File: src/rtl/alu_arbiter_if.sv
// rtl/alu_arbiter_if.sv - requester, response and ALU bus bundle for alu_arbiter
interface alu_arbiter_if;
  logic        req0_valid, req1_valid;
  logic        req0_ready, req1_ready;
  logic [3:0]  req0_opcode, req1_opcode;
  logic [31:0] req0_a, req0_b, req1_a, req1_b;
  logic        resp0_valid, resp1_valid;
  logic [31:0] resp0_result, resp1_result;
  logic        resp0_carry, resp0_zero, resp1_carry, resp1_zero;
  logic [31:0] alu_inOne, alu_inTwo;
  logic [3:0]  alu_opcode;
  logic [31:0] alu_result;
  logic        alu_carryBit, alu_zeroFlag;

  modport master (
    output req0_valid, req1_valid, req0_opcode, req1_opcode,
           req0_a, req0_b, req1_a, req1_b,
           alu_result, alu_carryBit, alu_zeroFlag,
    input  req0_ready, req1_ready, resp0_valid, resp1_valid,
           resp0_result, resp1_result, resp0_carry, resp0_zero, resp1_carry, resp1_zero,
           alu_inOne, alu_inTwo, alu_opcode
  );

  modport slave (
    input  req0_valid, req1_valid, req0_opcode, req1_opcode,
           req0_a, req0_b, req1_a, req1_b,
           alu_result, alu_carryBit, alu_zeroFlag,
    output req0_ready, req1_ready, resp0_valid, resp1_valid,
           resp0_result, resp1_result, resp0_carry, resp0_zero, resp1_carry, resp1_zero,
           alu_inOne, alu_inTwo, alu_opcode
  );
endinterface

File: src/rtl/alu_arbiter.sv
// rtl/alu_arbiter.sv - two-requester arbiter sharing one registered-result ALU
// One operation in flight at a time: accept, wait one cycle for the ALU, capture.
module alu_arbiter #(
  parameter int FIXED_PRIO = 0
) (
  input  logic         clock,
  input  logic         reset,
  alu_arbiter_if.slave bus,
  output logic         busy
);
  typedef enum logic [1:0] {IDLE, EXEC, CAPT} state_t;

  localparam logic FIXED = (FIXED_PRIO != 0);

  state_t state;
  logic   lastGrant;
  logic   grantId;
  logic   pick0, pick1;
  logic   accept0, accept1;

  // On a tie requester 0 wins unless it was the one granted last.
  always_comb begin
    pick0 = bus.req0_valid & (~bus.req1_valid | FIXED | lastGrant);
    pick1 = bus.req1_valid & ~pick0;
  end

  assign accept0 = (state == IDLE) & ~reset & pick0;
  assign accept1 = (state == IDLE) & ~reset & pick1;
  assign bus.req0_ready = accept0;
  assign bus.req1_ready = accept1;

  always_ff @(posedge clock) begin
    if (reset) begin
      state            <= IDLE;
      busy             <= 1'b0;
      lastGrant        <= 1'b1;
      grantId          <= 1'b0;
      bus.alu_opcode   <= 4'b0000;
      bus.alu_inOne    <= '0;
      bus.alu_inTwo    <= '0;
      bus.resp0_valid  <= 1'b0;
      bus.resp1_valid  <= 1'b0;
      bus.resp0_result <= '0;
      bus.resp1_result <= '0;
      bus.resp0_carry  <= 1'b0;
      bus.resp0_zero   <= 1'b0;
      bus.resp1_carry  <= 1'b0;
      bus.resp1_zero   <= 1'b0;
    end else begin
      bus.resp0_valid <= 1'b0;
      bus.resp1_valid <= 1'b0;
      case (state)
        IDLE: begin
          if (accept0 | accept1) begin
            state          <= EXEC;
            busy           <= 1'b1;
            grantId        <= accept1;
            lastGrant      <= accept1;
            bus.alu_opcode <= accept1 ? bus.req1_opcode : bus.req0_opcode;
            bus.alu_inOne  <= accept1 ? bus.req1_a : bus.req0_a;
            bus.alu_inTwo  <= accept1 ? bus.req1_b : bus.req0_b;
          end
        end
        EXEC: state <= CAPT;
        CAPT: begin
          // ALU operands are still held here, so the combinational zero flag is current.
          state <= IDLE;
          busy  <= 1'b0;
          if (grantId) begin
            bus.resp1_valid  <= 1'b1;
            bus.resp1_result <= bus.alu_result;
            bus.resp1_carry  <= bus.alu_carryBit;
            bus.resp1_zero   <= bus.alu_zeroFlag;
          end else begin
            bus.resp0_valid  <= 1'b1;
            bus.resp0_result <= bus.alu_result;
            bus.resp0_carry  <= bus.alu_carryBit;
            bus.resp0_zero   <= bus.alu_zeroFlag;
          end
        end
        default: begin
          state <= IDLE;
          busy  <= 1'b0;
        end
      endcase
    end
  end
endmodule

File: src/flat_wrapper.sv
// flat-port wrapper written by rule: the top's interface ports become plain ports
module alu_arbiter_flat 
#(
  parameter int FIXED_PRIO = 0
)
  (clock, reset, busy, bus_req0_valid, bus_req1_valid, bus_req0_opcode, bus_req1_opcode, bus_req0_a, bus_req0_b, bus_req1_a, bus_req1_b, bus_alu_result, bus_alu_carryBit, bus_alu_zeroFlag, bus_req0_ready, bus_req1_ready, bus_resp0_valid, bus_resp1_valid, bus_resp0_result, bus_resp1_result, bus_resp0_carry, bus_resp0_zero, bus_resp1_carry, bus_resp1_zero, bus_alu_inOne, bus_alu_inTwo, bus_alu_opcode);
  alu_arbiter_if bus_i ();
  input  logic clock;
  input  logic reset;
  output logic busy;
  input wire logic [$bits(bus_i.req0_valid)-1:0] bus_req0_valid;
  input wire logic [$bits(bus_i.req1_valid)-1:0] bus_req1_valid;
  input wire logic [$bits(bus_i.req0_opcode)-1:0] bus_req0_opcode;
  input wire logic [$bits(bus_i.req1_opcode)-1:0] bus_req1_opcode;
  input wire logic [$bits(bus_i.req0_a)-1:0] bus_req0_a;
  input wire logic [$bits(bus_i.req0_b)-1:0] bus_req0_b;
  input wire logic [$bits(bus_i.req1_a)-1:0] bus_req1_a;
  input wire logic [$bits(bus_i.req1_b)-1:0] bus_req1_b;
  input wire logic [$bits(bus_i.alu_result)-1:0] bus_alu_result;
  input wire logic [$bits(bus_i.alu_carryBit)-1:0] bus_alu_carryBit;
  input wire logic [$bits(bus_i.alu_zeroFlag)-1:0] bus_alu_zeroFlag;
  output wire logic [$bits(bus_i.req0_ready)-1:0] bus_req0_ready;
  output wire logic [$bits(bus_i.req1_ready)-1:0] bus_req1_ready;
  output wire logic [$bits(bus_i.resp0_valid)-1:0] bus_resp0_valid;
  output wire logic [$bits(bus_i.resp1_valid)-1:0] bus_resp1_valid;
  output wire logic [$bits(bus_i.resp0_result)-1:0] bus_resp0_result;
  output wire logic [$bits(bus_i.resp1_result)-1:0] bus_resp1_result;
  output wire logic [$bits(bus_i.resp0_carry)-1:0] bus_resp0_carry;
  output wire logic [$bits(bus_i.resp0_zero)-1:0] bus_resp0_zero;
  output wire logic [$bits(bus_i.resp1_carry)-1:0] bus_resp1_carry;
  output wire logic [$bits(bus_i.resp1_zero)-1:0] bus_resp1_zero;
  output wire logic [$bits(bus_i.alu_inOne)-1:0] bus_alu_inOne;
  output wire logic [$bits(bus_i.alu_inTwo)-1:0] bus_alu_inTwo;
  output wire logic [$bits(bus_i.alu_opcode)-1:0] bus_alu_opcode;
  assign bus_i.req0_valid = bus_req0_valid;
  assign bus_i.req1_valid = bus_req1_valid;
  assign bus_i.req0_opcode = bus_req0_opcode;
  assign bus_i.req1_opcode = bus_req1_opcode;
  assign bus_i.req0_a = bus_req0_a;
  assign bus_i.req0_b = bus_req0_b;
  assign bus_i.req1_a = bus_req1_a;
  assign bus_i.req1_b = bus_req1_b;
  assign bus_i.alu_result = bus_alu_result;
  assign bus_i.alu_carryBit = bus_alu_carryBit;
  assign bus_i.alu_zeroFlag = bus_alu_zeroFlag;
  assign bus_req0_ready = bus_i.req0_ready;
  assign bus_req1_ready = bus_i.req1_ready;
  assign bus_resp0_valid = bus_i.resp0_valid;
  assign bus_resp1_valid = bus_i.resp1_valid;
  assign bus_resp0_result = bus_i.resp0_result;
  assign bus_resp1_result = bus_i.resp1_result;
  assign bus_resp0_carry = bus_i.resp0_carry;
  assign bus_resp0_zero = bus_i.resp0_zero;
  assign bus_resp1_carry = bus_i.resp1_carry;
  assign bus_resp1_zero = bus_i.resp1_zero;
  assign bus_alu_inOne = bus_i.alu_inOne;
  assign bus_alu_inTwo = bus_i.alu_inTwo;
  assign bus_alu_opcode = bus_i.alu_opcode;
  alu_arbiter #(.FIXED_PRIO(FIXED_PRIO)) u_core (.clock(clock), .reset(reset), .bus(bus_i), .busy(busy));
endmodule
File: config.mk
export PLATFORM = sky130hd
export DESIGN_NAME = alu_arbiter_flat
export DESIGN_NICKNAME = d
export VERILOG_FILES = /design/src/rtl/alu_arbiter_if.sv /design/src/rtl/alu_arbiter.sv /design/src/flat_wrapper.sv
export SDC_FILE = /design/constraint.sdc
export NUM_CORES = 1
export LEC_CHECK = 0
export ABC_CLOCK_PERIOD_IN_PS = 2900
export BUFFER_PORTS_ARGS = -buffer_cell sky130_fd_sc_hd__buf_2
export CORE_AREA = 2 2 122 124
export DETAILED_ROUTE_END_ITERATION = 16
export DIE_AREA = 0 0 124 126
export PLACE_DENSITY = 0.77
export SYNTH_ARGS = -nofsm -noshare
export SYNTH_HDL_FRONTEND = slang
export SYNTH_SLANG_ARGS = --single-unit
File: constraint.sdc
create_clock -name clock -period 2.9 [get_ports clock]
set_input_delay 0.87 -clock clock [delete_from_list [all_inputs] [get_ports clock]]
set_output_delay 0.87 -clock clock [all_outputs]
set_load 0.02 [all_outputs]
* Word level (Yosys, flattened, before mapping) *
Index checks and enable logic that the tools add are counted.

storage, ports and cells
  flip-flop bits (word level) = 143
  input bits = 174
  output and inout port bits = 141

cells by class
  eq/ne operators = 3
  muxes and demuxes = 9
  bitwise logic cells = 13
  reductions and logical operators = 6

operators with widths
  kind                  number
  $mux W32              2
  $reduce_and A2 Y1     4
  $not A1 Y1            6
  $and A1 B1 Y1         5
  $mux W4               1
  $pmux W2 S2           1
  $mux W1               3
  $eq A2 B1 Y1 const B  1
  $eq A2 B2 Y1 const B  1
  $logic_not A2 Y1      1
  $mux W2               1
  $ne A2 B2 Y1 const B  1
  $or A1 B1 Y1          2
  $pmux W1 S2           1
  $reduce_or A2 Y1      1

* Logic depth before layout (Yosys ltp) *
  depth in word-level cells = 9
  gate-level depth with buffers = 7

* Least setup slack after synthesis *
No wires, ideal clock.

  path type = input-to-output
  start point = input port reset
  end point = output port bus_req1_ready
  arrival time = 2.006 ns
  slack = 0.024 ns
  cell stages on the path = 6
  cells stage by stage = buf_2 > or3_1 > buf_2 > buf_6 > buf_6 > nor2_1

between the ends
  cells in the longest elaborated chain, start to end = 3

RTL lines
  what                         RTL line            source
  start: declaration           flat_wrapper.sv:9   input logic reset;
  $not A1 Y1                   alu_arbiter.sv:28   assign accept1 = (state == IDLE) & ~reset & pick1;
  $and A1 B1 Y1 (2 in series)  alu_arbiter.sv:28
  end: declaration             flat_wrapper.sv:23  output wire logic [$bits(bus_i.req1_ready)-1:0] bus_req1_ready;

Every way passes these cells.

* Final worst setup path *
Same ends and word-level chain as after synthesis.

==> metrics.yaml <==
outcome: "finished, final reports clean"
final_max_slew_viol_count: 0
first_iter_violations: 428
clockBufferDepth: 2
finalInstanceArea_um2: 8140
gr-total-overflow: 0
num_io_pins: 315
placed_cell_area_um2: 7510
place_ws_ns: 0.330
die_y_um: 126
cp.arrival_ns: 1.70
crit_chain: "buf_4 > or3_2 > nor2_1 > buf_2"
cts-root-buf: "clkbuf_16"
min_to: "u_core.bus.resp0_result[14]$_SDFFE_PP0P_"
tritoncts: "built"
reg2regPathDepth: 5
fin_cells: 1185
syn2layout_area_growth_pct: 36.5
reg2reg_from: "u_core.state[1]$_SDFFE_PP0P_"
nFillCells: 1343
criticalPathCategory: "input port to primary output"
critPathSlowestCell: "or3_2"
hpwl_um: 12500
r2r-end: "u_core.bus.alu_inOne[23]$_SDFFE_PP0P_"
dieArea_um2: 15600
rsz0062_at_grt: "false"
via_per_inst: 5.50
skew_ns: 0.00817
grt_pass1_vias: 5902
finalNetCount: 1162
ys_ff_latch: 143
hold_buffers: 0
finalSetupTns_ns: 0
start_util_pct: 41.7
grt_pass1_wl_um: 29600
leakagePower_nw: 3.45
drc: 0
ir_drop_v: 0.000358
antenna_left: 0
slew_headroom_pct: 44.8
clk_latency_ns: 0.41
cap_violations: 0
rows: 44
critical_path_required_ns: 2.03
cp-start-kind: "input port"
rrSetupSlack_ns: 0.89
post_drt_wl_per_cell_um: 16.5
p_total_mw: 5.30
yosys.cell_types.count: 30
fin_crit_sh_pct: 88.6
die_w_um: 124
syn_area_um2: 5960
p_per_area_nw_per_um2: 651
cts_buffers: 17
cts_resized: 0
grt_usage_pct: 23.9
core_um2: 14300
cts_setup_buffers: 0
worst_pin_slew_ns: 0.828
cts_max_level: 4
hold_slack_ns: 0.448
fin_ws_ns: 0.330
synth_fp_nets: 900
hold_start: "u_core.bus.resp0_result[14]$_SDFFE_PP0P_"
finalSetupViolCount: 0
critical_path.max_stage_delay_ns: 0.42
ys_warn_count: 0
crit_path_end_kind: "primary output"
drt_pass1_iterations: 5
syn_area_per_cell_um2: 8.22
clkTransAtPathRegs_ns: 0.06
placed_cells: 1153
max_freq_mhz: 389
min_path_cells: 2
netlist_instances: 726
crit_buf_inv: 2
drive_above_1_share_pct: 37.5
gp_congestion: 0.793
wl_um: 19500
portBuffers: 314
layout.cells.most_common: "buf_2"
cp_top_family: "simple AND/OR/NAND/NOR gates"
layout_common_cells: "buf_2, dfxtp_1, a21oi_1"
utilization_pct: 56.9
path_max_fanout: 4
hold_viol_final: 0
clkSinkCount: 143
grt_max_degree: 105
antenna_found_initial: 2
via_count: 6521
fin_crit_ns: 2.57
hold_path.class: "register to register"
ys_seq_area_share_pct: 48.0
==> Yosys cell counts <==
cell type / n / area share, %
nand3b_1: 1 / 0.13
buf_4: 4 / 0.50
nand2_1: 136 / 8.6
nor3_4: 1 / 0.27
buf_2: 31 / 2.6
clkbuf_1: 42 / 2.6
nor3b_2: 1 / 0.21
a311oi_1: 58 / 8.5
and2_4: 1 / 0.15
buf_1: 1 / 0.063
and3b_1: 1 / 0.15
nor2_1: 4 / 0.25
clkbuf_2: 1 / 0.084
o21bai_1: 1 / 0.13
a311oi_2: 10 / 2.5
a21boi_2: 1 / 0.19
nor3_1: 2 / 0.17
dfxtp_1: 143 / 48
and3_1: 1 / 0.10
or2_1: 1 / 0.10
a21oi_1: 139 / 12
or3_1: 1 / 0.10
or3b_2: 1 / 0.15
o21ai_0: 41 / 3.4
nand2b_1: 1 / 0.10
nor3b_1: 1 / 0.13
nand3_1: 68 / 5.7
o21ai_1: 27 / 2.3
a21bo_2: 1 / 0.17
buf_6: 5 / 0.94
==> worst max-delay path by stage <==
| stage | start | end | slack (ns) | depth (start not counted) |
|---|---|---|---|---|
| CTS | reset | bus_req1_ready | 0.33 | 4 |
| floorplan | reset | bus_req1_ready | 0.02 | 6 |
| finish | reset | bus_req1_ready | 0.33 | 4 |
| global placement | reset | bus_req1_ready | 0.34 | 4 |
| global route | reset | bus_req1_ready | 0.28 | 4 |
| detailed placement | reset | bus_req1_ready | 0.33 | 4 |
==> logic make-up (layout without fill, tap and decap cells) <==
family                 Yosys count  in the layout  share of synthesized area [%]
AOI/OAI and AO/OA              278            278                           28.9
and+or+nand+nor                221            221                           16.3
DFF                            143            143                           48.0
buffers and inverters           84            358                           6.84
other                            0              1                              0
==> sequential cells by signal (all words and copies together) (netlist names), 2 cells and up <==
| register | count |
|---|---|
| u_core.bus.alu_inOne | 32 |
| u_core.bus.alu_inTwo | 32 |
| u_core.bus.alu_opcode | 4 |
| u_core.bus.resp0_result | 32 |
| u_core.bus.resp1_result | 32 |
| u_core.state | 2 |
==> worst reg2reg max path: cells and delay by family, from the launching register on <==
kind	cells	cell delay (ns)
buf+inv	2	0.79
simple gates	2	0.45
flops	1	0.42
compound gates	1	0.28
==> layout make-up <==
type / count / area, um^2 / area share (%)
Antenna cell: 1 / 2.50 / 0.0307
Clock buffer: 23 / 498 / 6.12
Sequential cell: 143 / 2860 / 35.2
Tap cell: 184 / 230 / 2.83
Clock inverter: 8 / 128 / 1.57
Multi-Input combinational cell: 499 / 2710 / 33.3
Timing Repair Buffer: 327 / 1710 / 21.0
==> power by group <==
group,internal [mW],switching [mW],total (mW)
Combinational,0.314,0.551,0.865
Clock,1.47,0.815,2.28
Sequential,2.08,0.0664,2.15
Total,3.86,1.43,5.30
==> metal layers <==
metal,global-route usage [%],part of all wire (%),vias to the layer above
met5,0,0.067,-
met4,10.6,3.1,2
met3,9.56,10,45
met2,38.6,48,315
met1,27.7,38,3018
li1,-,-,3141
(Power assumes the default switching activity.)
